[src/rtl/vga_fb_reader_if.sv]
// Bundle between the scan-out block, the framebuffer RAM read port and the VGA pins.
// master = vga_fb_reader side, slave = RAM / board side.
interface vga_fb_reader_if;
    logic [18:0] read_addr;
    logic        read_data;
    logic        hsync;
    logic        vsync;
    logic [3:0]  vga_r;
    logic [3:0]  vga_g;
    logic [3:0]  vga_b;
    logic        frame_start;

    modport master (
        output read_addr,
        input  read_data,
        output hsync,
        output vsync,
        output vga_r,
        output vga_g,
        output vga_b,
        output frame_start
    );

    modport slave (
        input  read_addr,
        output read_data,
        input  hsync,
        input  vsync,
        input  vga_r,
        input  vga_g,
        input  vga_b,
        input  frame_start
    );
endinterface

[src/rtl/vga_fb_reader.sv]
// VGA timing generator and 1-bpp framebuffer scan-out; outputs lag the counters by one pixel tick.
// Optional 5x5 red cursor overlay when VGA_FB_READER_CURSOR_EN is defined (adds mouse_x/mouse_y).
module vga_fb_reader #(
    parameter int         H_ACTIVE = 640,
    parameter int         H_FP     = 16,
    parameter int         H_SYNC   = 96,
    parameter int         H_BP     = 48,
    parameter int         V_ACTIVE = 480,
    parameter int         V_FP     = 10,
    parameter int         V_SYNC   = 2,
    parameter int         V_BP     = 33,
    parameter logic [11:0] FG_RGB  = 12'hFFF,
    parameter logic [11:0] BG_RGB  = 12'h000
) (
    input  logic            clk,
    input  logic            rst,
    input  logic            pix_tick,
`ifdef VGA_FB_READER_CURSOR_EN
    input  logic [9:0]      mouse_x,
    input  logic [9:0]      mouse_y,
`endif
    vga_fb_reader_if.master bus
);
    localparam int H_TOTAL  = H_ACTIVE + H_FP + H_SYNC + H_BP;
    localparam int V_TOTAL  = V_ACTIVE + V_FP + V_SYNC + V_BP;
    localparam int HS_START = H_ACTIVE + H_FP;
    localparam int HS_END   = HS_START + H_SYNC - 1;
    localparam int VS_START = V_ACTIVE + V_FP;
    localparam int VS_END   = VS_START + V_SYNC - 1;
    localparam int HW       = $clog2(H_TOTAL);
    localparam int VW       = $clog2(V_TOTAL);

    logic [HW-1:0] h_reg, h_next;
    logic [VW-1:0] v_reg, v_next;
    logic [18:0]   addr_reg, addr_next;
    logic          line_end;
    logic          frame_end;
    logic          active;
    logic          hs_raw;
    logic          vs_raw;

    logic          hsync_reg;
    logic          vsync_reg;
    logic [11:0]   rgb_fb_reg;
    logic          frame_start_reg;
    logic [11:0]   rgb_out;

    always_comb begin
        line_end  = (h_reg == HW'(H_TOTAL - 1));
        frame_end = line_end && (v_reg == VW'(V_TOTAL - 1));
        active    = (h_reg < HW'(H_ACTIVE)) && (v_reg < VW'(V_ACTIVE));
        hs_raw    = !((h_reg >= HW'(HS_START)) && (h_reg <= HW'(HS_END)));
        vs_raw    = !((v_reg >= VW'(VS_START)) && (v_reg <= VW'(VS_END)));

        h_next = line_end ? '0 : h_reg + HW'(1);
        v_next = v_reg;
        if (line_end) begin
            v_next = (v_reg == VW'(V_TOTAL - 1)) ? '0 : v_reg + VW'(1);
        end

        // Running pixel count replaces y*H_ACTIVE+x; it parks at the frame size through blanking.
        addr_next = addr_reg;
        if (frame_end) begin
            addr_next = '0;
        end else if (active) begin
            addr_next = addr_reg + 19'd1;
        end
    end

    always_ff @(posedge clk) begin
        if (rst) begin
            h_reg           <= '0;
            v_reg           <= '0;
            addr_reg        <= '0;
            hsync_reg       <= 1'b1;
            vsync_reg       <= 1'b1;
            rgb_fb_reg      <= 12'h000;
            frame_start_reg <= 1'b0;
        end else begin
            frame_start_reg <= 1'b0;
            if (pix_tick) begin
                h_reg           <= h_next;
                v_reg           <= v_next;
                addr_reg        <= addr_next;
                hsync_reg       <= hs_raw;
                vsync_reg       <= vs_raw;
                // read_data here answers the address held since the previous tick.
                rgb_fb_reg      <= active ? (bus.read_data ? FG_RGB : BG_RGB) : 12'h000;
                frame_start_reg <= frame_end;
            end
        end
    end

`ifdef VGA_FB_READER_CURSOR_EN
    logic [HW-1:0] h_d_reg;
    logic [VW-1:0] v_d_reg;
    logic [9:0]    mouse_x_reg;
    logic [9:0]    mouse_y_reg;
    logic          active_d_reg;
    logic [10:0]   cur_x, cur_y, ms_x, ms_y;
    logic          cursor_hit;

    always_ff @(posedge clk) begin
        if (rst) begin
            h_d_reg      <= '0;
            v_d_reg      <= '0;
            mouse_x_reg  <= '0;
            mouse_y_reg  <= '0;
            active_d_reg <= 1'b0;
        end else if (pix_tick) begin
            h_d_reg      <= h_reg;
            v_d_reg      <= v_reg;
            mouse_x_reg  <= mouse_x;
            mouse_y_reg  <= mouse_y;
            active_d_reg <= active;
        end
    end

    // One extra bit keeps the +2 window from wrapping near 0 or the top of the range.
    always_comb begin
        cur_x      = 11'(h_d_reg);
        cur_y      = 11'(v_d_reg);
        ms_x       = 11'(mouse_x_reg);
        ms_y       = 11'(mouse_y_reg);
        cursor_hit = active_d_reg
                  && (cur_x + 11'd2 >= ms_x) && (cur_x <= ms_x + 11'd2)
                  && (cur_y + 11'd2 >= ms_y) && (cur_y <= ms_y + 11'd2);
        rgb_out    = cursor_hit ? 12'hF00 : rgb_fb_reg;
    end
`else
    assign rgb_out = rgb_fb_reg;
`endif

    logic [3:0] chan [3];

    genvar gi;
    generate
        for (gi = 0; gi < 3; gi++) begin : g_chan
            assign chan[gi] = rgb_out[11 - 4*gi -: 4];
        end
    endgenerate

    assign bus.read_addr   = addr_reg;
    assign bus.hsync       = hsync_reg;
    assign bus.vsync       = vsync_reg;
    assign bus.vga_r       = chan[0];
    assign bus.vga_g       = chan[1];
    assign bus.vga_b       = chan[2];
    assign bus.frame_start = frame_start_reg;
endmodule

[src/flat_wrapper.sv]
// flat-port wrapper written by rule: the top's interface ports become plain ports
module vga_fb_reader_flat 
#(
    parameter int         H_ACTIVE = 640,
    parameter int         H_FP     = 16,
    parameter int         H_SYNC   = 96,
    parameter int         H_BP     = 48,
    parameter int         V_ACTIVE = 480,
    parameter int         V_FP     = 10,
    parameter int         V_SYNC   = 2,
    parameter int         V_BP     = 33,
    parameter logic [11:0] FG_RGB  = 12'hFFF,
    parameter logic [11:0] BG_RGB  = 12'h000
)
  (clk, rst, pix_tick, bus_read_addr, bus_read_data, bus_hsync, bus_vsync, bus_vga_r, bus_vga_g, bus_vga_b, bus_frame_start);
  vga_fb_reader_if bus_i ();
  input  logic clk;
  input  logic rst;
  input  logic pix_tick;
  output wire logic [$bits(bus_i.read_addr)-1:0] bus_read_addr;
  input wire logic [$bits(bus_i.read_data)-1:0] bus_read_data;
  output wire logic [$bits(bus_i.hsync)-1:0] bus_hsync;
  output wire logic [$bits(bus_i.vsync)-1:0] bus_vsync;
  output wire logic [$bits(bus_i.vga_r)-1:0] bus_vga_r;
  output wire logic [$bits(bus_i.vga_g)-1:0] bus_vga_g;
  output wire logic [$bits(bus_i.vga_b)-1:0] bus_vga_b;
  output wire logic [$bits(bus_i.frame_start)-1:0] bus_frame_start;
  assign bus_read_addr = bus_i.read_addr;
  assign bus_i.read_data = bus_read_data;
  assign bus_hsync = bus_i.hsync;
  assign bus_vsync = bus_i.vsync;
  assign bus_vga_r = bus_i.vga_r;
  assign bus_vga_g = bus_i.vga_g;
  assign bus_vga_b = bus_i.vga_b;
  assign bus_frame_start = bus_i.frame_start;
  vga_fb_reader #(.H_ACTIVE(H_ACTIVE), .H_FP(H_FP), .H_SYNC(H_SYNC), .H_BP(H_BP), .V_ACTIVE(V_ACTIVE), .V_FP(V_FP), .V_SYNC(V_SYNC), .V_BP(V_BP), .FG_RGB(FG_RGB), .BG_RGB(BG_RGB)) u_core (.clk(clk), .rst(rst), .pix_tick(pix_tick), .bus(bus_i));
endmodule
[config.mk]
export PLATFORM = sky130hd
export DESIGN_NAME = vga_fb_reader_flat
export DESIGN_NICKNAME = d
export VERILOG_FILES = /design/src/rtl/vga_fb_reader_if.sv /design/src/rtl/vga_fb_reader.sv /design/src/flat_wrapper.sv
export SDC_FILE = /design/constraint.sdc
export NUM_CORES = 1
export LEC_CHECK = 0
export ABC_AREA = 1
export BUFFER_PORTS_ARGS = -buffer_cell sky130_fd_sc_hd__buf_4
export CAP_MARGIN = 20
export CORE_MARGIN = 10
export CORE_UTILIZATION = 28
export CTS_CLUSTER_SIZE = 14
export DETAILED_ROUTE_END_ITERATION = 10
export SYNTH_ARGS = -nofsm -noshare
export SYNTH_HDL_FRONTEND = slang
export SYNTH_SLANG_ARGS = --single-unit
[constraint.sdc]
create_clock -name clk -period 3.59 [get_ports clk]
set_clock_uncertainty 0.05 [all_clocks]
set_input_delay 0.1795 -clock clk [delete_from_list [all_inputs] [get_ports clk]]
set_output_delay 0.1795 -clock clk [all_outputs]
set_load 0.01 [all_outputs]
==> impl_metrics.csv, run 1 <==
group,metric,value,unit
place,placed_area,2710,um^2
run_status,outcome,"finished, final reports clean",
pwr,power_per_cell_area,316,nW/um^2
setup_path,timing.critical_path.to_type,"flip-flop",
detailed_routing,detail_route.first_pass.iterations,5,
detailed_routing,drc,0,
pwr,p_sw_share,23.3,%
pwr,share_clk_of_total_power,38.3,%
clock_network,clkLatencyLatePin,0.29,ns
finish,largest_reg_flops,19,
setup_path,criticalPathCategory,"flip-flop to flip-flop",
setup_path,cp_cell_sequence,"inv_1 > ha_1 > nand2_1 > nor2_2 > nand3_4 > nand2_1 > inv_1 > o21ai_0 > nor2_1",
pwr,leakagePower,1.13,nW
setup_path,critPathRequiredTime,3.77,ns
place,gp_congestion,0.890,
detailed_routing,ant_nets,0,
finish,n_fill_cell,897,
floorplan,chipHeight,113,um
detailed_routing,dr_total_vias,2299,
clock_network,clock_tree.htree_level_count,2,
finish,area_growth,15.4,%
floorplan,floorplan.core_area,8340,um^2
detailed_routing,drt_iter0_markers,125,
clock_network,cts.reportedPaths.clkPinSlew,0.08,ns
detailed_routing,route.final.wire_length,5870,um
finish,regArea,861,um^2
clock_network,ctsHoldBuffers,0,
setup_path,cp_slowest_cell,"dfxtp_1",
global_route,antenna_found_initial,0,
global_route,pin_count_of_the_biggest_net_entering_global_routing,30,
clock_network,cts_inserted_buffers,5,
synthesis,synth_nets,371,
finish,finalCoreUtilization,33.7,%
pwr,vdd_ir_max,0.125,mV
place,dp_hpwl,4450,um
synthesis,synthDistinctLibCells,33,
global_route,gr_util_all_layers,9.13,%
floorplan,die_width,113,um
sta,fmaxAchievable,499,MHz
synthesis,synth_cells,361,
clock_network,clockBufferDepth,2,
detailed_routing,routed_wire_length_per_instance,11.9,um
global_route,globalRoute.totalOverflow,0,
min_path,min_path_type,"input pin to flip-flop",
synthesis,synthArstFlopShare,0,%
synthesis,yosysSeqAreaShare,35.4,%
clock_network,cts_tree,"built",
synthesis,synthesized_area_per_cell,6.74,um^2
floorplan,die-area,12800,um^2
place,portBuffers,37,
place,numPlacedInstances,485,
setup_path,critical-path-top-delay-family,"simple AND/OR/NAND/NOR gates",
clock_network,tritoncts_num_sinks,43,
job,max_cap_violations,0,
sta,timing.final.max_slew_violations,0,
clock_network,setup_fix_bufs_post_cts,0,
pwr,comb_power_share,6.8,%
floorplan,std_cell_rows,33,
finish,total_number_of_nets_in_the_final_design,397,
clock_network,root_buffer,"clkbuf_8",
sta,setup-violations-final,0,
setup_path,worst_path_largest_cell_delay,0.43,ns
clock_network,post_cts_resized,0,
sta,finalSetupTns,0,ns
sta,slew_headroom,68.5,%
sta,grt_setup_unrepaired,"false",
detailed_routing,route.detailed.vias_per_inst,4.66,
floorplan,pin_count,38,
finish,diodes_inserted,0,
sta,min_period_over_period,55.8,%
setup_path,worst_setup_path_start_kind,"flip-flop",
finish,finalNonFillerCells,493,
pwr,sequentialPowerShare,55.0,%
global_route,first_pass_grt_wire_length,10100,um
setup_path,critical_path_buf_inv_count,2,
sta,worstMarginPinSlew,0.473,ns
sta,finalWorstPathRequiredPeriod,2.00,ns
synthesis,synth_seq_cells,43,
setup_path,timing.critical_path.fanout_max,14,
setup_path,crit_arrival,2.19,ns
finish,finish.instance_area,2810,um^2
sta,hold_viol,0,
pwr,psw,0.000207,W
finish,multi_input_logic_area,1280,um^2
synthesis,synth_edf_count,0,
pwr,power_report.internal_total,0.000681,W
synthesis,synth_flop_cell,"dfxtp_1",
synthesis,yosys_warnings,0,
finish,drive_gt1_share,14.7,%
global_route,grt_pass1_vias,2155,
floorplan,start_util,29.2,%
synthesis,synth_area,2430,um^2
power groups by stage:
| stage | combinational (W) | clock (W) | sequential (W) |
|---|---|---|---|
| floorplan | 0.0000461 | 0 | 0.000500 |
| global placement | 0.0000601 | 0 | 0.000499 |
| detailed placement | 0.0000612 | 0 | 0.000500 |
| CTS | 0.0000613 | 0.000351 | 0.000489 |
| global route | 0.0000675 | 0.000370 | 0.000490 |
| finish | 0.0000600 | 0.000340 | 0.000488 |
synthesized netlist by cell type, drive strengths merged, types with 5 or more instances:
cell type | n | area (um^2)
nand2 | 74 | 290
nor2 | 67 | 267
dfxtp | 43 | 861
nand3 | 43 | 238
inv | 41 | 154
a21oi | 27 | 135
buf | 17 | 131
nand4 | 9 | 56.3
xor2 | 8 | 70.1
nor3 | 7 | 35.0
ha | 6 | 75.1
o21ai | 5 | 25.0
stage by stage:
stage	power [W]	hold WS, ns	setup slack, ns
floorplan	0.000546	0.273	2.00
global placement	0.000560	0.388	1.73
detailed placement	0.000561	0.390	1.63
CTS	0.000901	0.0733	1.60
global route	0.000927	0.0854	1.36
finish	0.000888	0.0839	1.59
worst min-delay path, delay by kind of cell:
family / cells / cell delay, ns
buffers and inverters: 1 / 0.11
AO/OA/AOI/OAI: 1 / 0.05
AND/OR/NAND/NOR: 1 / 0.05
layout by cell type, fill, tap and decap left out, types with 8 or more instances in the layout:
cell / instances
xor2_1: 8
dfxtp_1: 43
nand2_1: 71
nor2_1: 63
a21oi_1: 27
nand4_1: 9
nand3_1: 40
buf_4: 37
inv_1: 38
logic make-up after synthesis:
logic type	after synthesis	synth area share [%]
XOR/XNOR	10	3.60
flip-flops	43	35.4
buffers and inverters	60	12.0
AND/OR/NAND/NOR	204	37.5
AO/OA/AOI/OAI	38	8.43
adder cells (fa/ha/maj)	6	3.08
path summary, 6_finish.rpt:
check                                                   start                                    to  slack (ns)  cells past startpoint
worst max-delay path             u_core.v_reg[0]$_SDFFE_PP0P_  u_core.bus.read_addr[3]$_SDFFE_PP0P_        1.59                      9
worst max register to register   u_core.v_reg[0]$_SDFFE_PP0P_  u_core.bus.read_addr[3]$_SDFFE_PP0P_        1.59                      9
worst min-delay path                            bus_read_data          u_core.chan[10]$_SDFFE_PP0P_        0.08                      3
worst min register to register  u_core.bus.hsync$_SDFFE_PP1P_         u_core.bus.hsync$_SDFFE_PP1P_        0.43                      2
area by class of cell:
| class | count | share of cell area [%] |
|---|---|---|
| clock buffers | 8 | 3.57 |
| inverters | 42 | 5.61 |
| multi-input cells | 258 | 45.6 |
| flip-flops and latches | 43 | 30.7 |
| well taps | 105 | 4.68 |
| repair buffers | 37 | 9.89 |
metal layers:
layer,GRT usage [%],wire (um),share of wire [%]
met3,2.32,283,4.8
met4,3.21,77,1.3
met5,0,0,0
met1,10.9,2730,46
met2,15.4,2780,47
Power figures use the tool's default switching activity.
==> run 2: changes to the inputs <==
--- a/config.mk
+++ b/config.mk
@@ -5,7 +5,7 @@
 export SDC_FILE = /design/constraint.sdc
 export NUM_CORES = 1
 export LEC_CHECK = 0
-export ABC_AREA = 1
+export ABC_AREA = 0
 export BUFFER_PORTS_ARGS = -buffer_cell sky130_fd_sc_hd__buf_4
 export CAP_MARGIN = 20
 export CORE_MARGIN = 10
==> constraint.sdc (replaced) <==
create_clock -name clk -period 1.9 [get_ports clk]
set_clock_uncertainty 0.05 [all_clocks]
set_input_delay 0.095 -clock clk [delete_from_list [all_inputs] [get_ports clk]]
set_output_delay 0.095 -clock clk [all_outputs]
set_load 0.01 [all_outputs]
==> impl_metrics.csv, run 2 <==
group,metric,value,unit
detailed_routing,dr_total_vias,1727,
synthesis,synth_top_cell_by_area,"dfxtp_1",
sta,fmaxAchievable,531,MHz
setup_path,crit_path_frequent_cell,"or3_1",
setup_path,timing.critical_path.to_type,"flip-flop",
job,max_cap_violations,0,
clock_network,cts_tree,"built",
clock_network,setup_fix_bufs_post_cts,0,
detailed_routing,route.detailed.vias_per_inst,4.47,
setup_path,criticalPathCategory,"flip-flop to flip-flop",
place,portBuffers,37,
sta,slew_headroom,73.2,%
synthesis,synthDistinctLibCells,33,
place,placed_area,2520,um^2
finish,drive_gt1_share,24.7,%
setup_path,worst_path_largest_cell_delay,0.37,ns
setup_path,cp_slowest_cell,"or3_1",
synthesis,yosys_warnings,0,
clock_network,tritoncts_num_sinks,43,
floorplan,chipHeight,106,um
global_route,first_pass_grt_wire_length,7650,um
synthesis,synth.top_cells.by_count,"dfxtp_1 (43), nor2_1 (38), xor2_1 (24)",
clock_network,clock_tree.htree_level_count,2,
sta,finalSetupTns,0,ns
pwr,power_per_cell_area,588,nW/um^2
setup_path,worst-path-stages,7,
synthesis,synthArstFlopShare,0,%
setup_path,cp_cell_sequence,"inv_2 > ha_4 > nand4_1 > or3_1 > o31a_1 > or3_1 > a21oi_2",
finish,layout.cells.most_common_list,"buf_4 (57), dfxtp_1 (42), nor2_1 (38), xor2_1 (24), nand2_1 (15)",
detailed_routing,routed_wire_length_per_instance,12.0,um
floorplan,start_util,28.8,%
floorplan,floorplan.core_area,7250,um^2
global_route,grt_pass1_vias,1609,
global_route,globalRoute.totalOverflow,0,
finish,total_number_of_nets_in_the_final_design,298,
synthesis,synth_area,2090,um^2
setup_path,critical-path-top-delay-family,"simple AND/OR/NAND/NOR gates",
place,dp_hpwl,3460,um
floorplan,die_width,106,um
synthesis,synth_nets,251,
detailed_routing,detail_route.first_pass.iterations,4,
finish,largest_reg_flops,19,
place,gp_congestion,0.772,
detailed_routing,drt_iter0_markers,51,
clock_network,cts.reportedPaths.clkPinSlew,0.08,ns
min_path,hold-path-cell-count,2,
synthesis,synth_flop_cell,"dfxtp_1",
synthesis,synthTopCellsByArea,"dfxtp_1 (41%), xor2_1 (10%), nor2_1 (6.8%)",
clock_network,cts_inserted_buffers,5,
sta,hold_viol,0,
sta,setup-violations-final,0,
setup_path,crit_arrival,2.06,ns
finish,multi_input_logic_area,1080,um^2
synthesis,post-synth-top-count-cell,"dfxtp_1",
sta,finalWorstPathRequiredPeriod,1.88,ns
synthesis,yosysTopAreaCellShare,41.3,%
clock_network,clockBufferDepth,2,
synthesis,synth_edf_count,0,
finish,diodes_inserted,0,
sta,min_period_over_period,99.1,%
synthesis,yosysSeqAreaShare,41.3,%
setup_path,worst-r2r-cell-count,7,
global_route,gr_util_all_layers,8.08,%
finish,finalCoreUtilization,36.5,%
finish,finish.instance_area,2650,um^2
global_route,antenna_found_initial,0,
detailed_routing,ant_nets,0,
synthesis,synth_cells,241,
sta,timing.final.max_slew_violations,0,
setup_path,worst_setup_path_start_kind,"flip-flop",
finish,mostFrequentLayoutCell,"buf_4",
sta,worstMarginPinSlew,0.398,ns
setup_path,critical_path_buf_inv_count,1,
sta,grt_setup_unrepaired,"true",
pwr,vdd_ir_max,0.233,mV
setup_path,timing.critical_path.fanout_max,6,
detailed_routing,drc,0,
synthesis,synthesized_area_per_cell,8.65,um^2
setup_path,critPathRequiredTime,2.07,ns
clock_network,root_buffer,"clkbuf_8",
finish,regArea,862,um^2
min_path,min_path_type,"input pin to flip-flop",
run_status,outcome,"finished, final reports clean",
clock_network,clkLatencyLatePin,0.29,ns
floorplan,pin_count,38,
floorplan,std_cell_rows,31,
pwr,leakagePower,1.10,nW
synthesis,synth_seq_cells,43,
global_route,pin_count_of_the_biggest_net_entering_global_routing,24,
finish,area_growth,27.0,%
floorplan,die-area,11300,um^2
finish,n_fill_cell,759,
detailed_routing,route.final.wire_length,4630,um
==> run 2: changes by cell type after synthesis, sizes merged, moves of 4 or more <==
cell   previous run  this run
a21oi            27         7
and3              0        14
inv              41         6
nand2            74        15
nand3            43        12
nand4             9        14
nor2             67        38
nor3              7         3
or3               0         6
xnor2             2         7
xor2              8        24
==> run 2: cells by family after synthesis <==
kind of cell | Yosys count | synth area share, %
buffers and inverters | 26 | 7.86
xor gates and xnor gates | 31 | 13.0
AOI/OAI and AO/OA | 16 | 4.56
DFF | 43 | 41.3
and+or+nand+nor | 117 | 28.7
muxes | 2 | 0.960
adders and majority gates | 6 | 3.60
==> run 2: repair_timing <==
item,in CTS,in global routing
pin swaps,1,9
endpoints found under the hold margin,1,0
hold buffers,1,0
endpoints found under the setup margin,3,27
cloned,0,1
resized for setup,0,8
==> run 2: worst paths after layout <==
kind | slack, ns | endpoint | from
setup reg to reg | 0.02 | u_core.bus.read_addr[18]$_SDFFE_PP0P_ | u_core.v_reg[0]$_SDFFE_PP0P_
hold / removal | 0.02 | u_core.bus.read_addr[1]$_SDFFE_PP0P_ | rst
setup / recovery | 0.02 | u_core.bus.read_addr[18]$_SDFFE_PP0P_ | u_core.v_reg[0]$_SDFFE_PP0P_
hold reg to reg | 0.46 | u_core.bus.hsync$_SDFFE_PP1P_ | u_core.bus.hsync$_SDFFE_PP1P_
==> run 2: area by class of cell <==
type                    instances  area share, %
flip-flops and latches         43           32.5
well taps                      99           4.68
clock buffers                   6           2.74
repair buffers                 60           18.2
multi-input cells             172           41.0
inverters                       6          0.850
==> run 2: power breakdown <==
part           leakage (nW)  internal [W]  switching (W)
Clock                0.0371      0.000245       0.000281
Sequential            0.348      0.000909     0.00000966
Combinational         0.717     0.0000562      0.0000547
Total                  1.10       0.00121       0.000345
==> run 2: layer usage <==
metal	vias to the layer above	part of all wire [%]	wire, um	track usage (%)
li1	910	-	-	-
met3	6	5.4	248	3.38
met4	0	1.1	53	2.32
met2	23	46	2130	13.0
met1	788	48	2200	9.66
met5	-	0	0	0
==> run 2: metrics by stage <==
stage | total power, W | setup slack (ns) | hold WS, ns | instances
3_5_place_dp | 0.00104 | -0.0367 | 0.279 | 378
4_1_cts | 0.00158 | 0.00484 | 0.00261 | 385
2_1_floorplan | 0.00101 | 0.0169 | 0.184 | 241
3_3_place_gp | 0.00104 | 0.0364 | 0.271 | 378
6_report | 0.00156 | 0.0173 | 0.0175 | 386
5_1_grt | 0.00163 | -0.0975 | 0.0259 | 386
==> run 3: changes to the inputs <==
==> constraint.sdc (replaced) <==
create_clock -name clk -period 2.1 [get_ports clk]
set_clock_uncertainty 0.05 [all_clocks]
set_input_delay 0.105 -clock clk [delete_from_list [all_inputs] [get_ports clk]]
set_output_delay 0.105 -clock clk [all_outputs]
set_load 0.01 [all_outputs]
==> impl_metrics.csv, run 3 (synthesis results as in run 2) <==
group,metric,value,unit
run_status,outcome,"finished, final reports clean",
pwr,psw,0.000317,W
sta,timing.final.max_slew_violations,0,
detailed_routing,dr_total_vias,1708,
global_route,gr_util_all_layers,8.14,%
detailed_routing,route.final.wire_length,4510,um
clock_network,cts.reportedPaths.clkPinSlew,0.08,ns
clock_network,cts_inserted_buffers,5,
floorplan,chipHeight,106,um
min_path,min_path_type,"input pin to flip-flop",
pwr,leakagePower,1.03,nW
finish,diodes_inserted,0,
place,numPlacedInstances,368,
setup_path,critPathRequiredTime,2.27,ns
clock_network,clkLatencyLatePin,0.29,ns
pwr,comb_power_share,5.8,%
place,portBuffers,37,
setup_path,critical_path_buf_inv_count,1,
sta,finalWorstPathRequiredPeriod,1.94,ns
sta,grt_setup_unrepaired,"false",
finish,area_growth,21.2,%
setup_path,worst-r2r-setup-slack,0.16,ns
setup_path,cp_cell_sequence,"inv_1 > ha_1 > nand4_1 > or3_1 > o31a_1 > or3_1 > a21oi_1",
detailed_routing,drc,0,
global_route,first_pass_grt_wire_length,7590,um
detailed_routing,drt_iter0_markers,54,
global_route,grt_pass1_vias,1620,
detailed_routing,ant_nets,0,
global_route,antenna_found_initial,0,
pwr,share_clk_of_total_power,35.1,%
pwr,power_report.internal_total,0.00109,W
finish,finish.instance_area,2530,um^2
sta,setup-violations-final,0,
clock_network,clock_tree.htree_level_count,2,
place,placed_area,2430,um^2
detailed_routing,detail_route.first_pass.iterations,4,
floorplan,floorplan.core_area,7250,um^2
finish,finalNonFillerCells,377,
setup_path,timing.critical_path.fanout_max,6,
setup_path,criticalPathCategory,"flip-flop to flip-flop",
setup_path,crit_arrival,2.11,ns
floorplan,die-area,11300,um^2
floorplan,pin_count,38,
clock_network,tritoncts_num_sinks,43,
sta,worstMarginPinSlew,0.412,ns
place,gp_congestion,0.795,
sta,finalSetupTns,0,ns
finish,largest_reg_flops,19,
sta,min_period_over_period,92.2,%
detailed_routing,route.detailed.vias_per_inst,4.53,
pwr,vdd_ir_max,0.210,mV
detailed_routing,routed_wire_length_per_instance,12.0,um
setup_path,timing.critical_path.to_type,"flip-flop",
setup_path,critical-path-top-delay-family,"simple AND/OR/NAND/NOR gates",
pwr,p_sw_share,22.5,%
sta,fmaxAchievable,516,MHz
setup_path,worst_path_largest_cell_delay,0.37,ns
global_route,globalRoute.totalOverflow,0,
place,dp_hpwl,3410,um
setup_path,cp_slowest_cell,"or3_1",
floorplan,std_cell_rows,31,
sta,hold_viol,0,
setup_path,crit_path_frequent_cell,"or3_1",
floorplan,die_width,106,um
global_route,pin_count_of_the_biggest_net_entering_global_routing,18,
finish,layout.cells.most_common_list,"buf_4 (47), dfxtp_1 (43), nor2_1 (38), xor2_1 (24), nand2_1 (15)",
finish,mostFrequentLayoutCell,"buf_4",
clock_network,clockBufferDepth,2,
setup_path,worst_setup_path_start_kind,"flip-flop",
finish,finalCoreUtilization,34.9,%
clock_network,root_buffer,"clkbuf_8",
sta,slew_headroom,72.3,%
floorplan,start_util,28.8,%
pwr,power_per_cell_area,558,nW/um^2
clock_network,cts_tree,"built",
finish,drive_gt1_share,20.1,%
finish,total_number_of_nets_in_the_final_design,287,
job,max_cap_violations,0,
pwr,sequentialPowerShare,59.1,%
run 3: power by group through the flow:
stage	clock [W]	sequential, W	combinational (W)
6_report	0.000496	0.000834	0.0000818
4_1_cts	0.000522	0.000834	0.0000837
2_1_floorplan	0	0.000853	0.0000613
5_1_grt	0.000553	0.000837	0.0000904
3_3_place_gp	0	0.000853	0.0000801
3_5_place_dp	0	0.000854	0.0000820
run 3: through the flow:
step,worst slack (ns),total power [W],hold slack (ns)
global route,0.0103,0.00148,0.0158
floorplan,0.217,0.000914,0.194
global placement,0.155,0.000933,0.281
finish,0.163,0.00141,0.0162
detailed placement,0.0984,0.000936,0.287
CTS,0.0875,0.00144,0.00857
run 3: worst paths after layout:
kind                                                       startpoint                               endpoint  cells past startpoint
worst max-delay path                     u_core.v_reg[0]$_SDFFE_PP0P_  u_core.bus.read_addr[18]$_SDFFE_PP0P_                      7
worst min-delay path                                              rst           u_core.h_reg[4]$_SDFFE_PP0P_                      2
worst max register to register           u_core.v_reg[0]$_SDFFE_PP0P_  u_core.bus.read_addr[18]$_SDFFE_PP0P_                      7
worst min register to register  u_core.bus.read_addr[18]$_SDFFE_PP0P_  u_core.bus.read_addr[18]$_SDFFE_PP0P_                      2
run 3: routing by layer:
metal	routed length [um]	up-vias	GRT usage, %
li1	-	882	-
met1	2070	794	9.07
met4	59	0	3.19
met2	2120	26	13.6
met3	251	6	3.32
met5	0	-	0
run 3: final cells by class:
class,instances,area (um^2)
Inverter,6,22.5
Multi-Input combinational cell,172,1070
Clock buffer,7,76.3
Tap cell,99,124
Fill cell,763,4720
Clock inverter,1,5.00
Timing Repair Buffer,49,374
Sequential cell,43,861
run 3: what timing repair did:
action	CTS	global route
gates resized for setup	0	2
endpoints found under the hold margin	1	0
hold buffers	1	0
buffers inserted	0	0
setup endpoints to repair	0	17
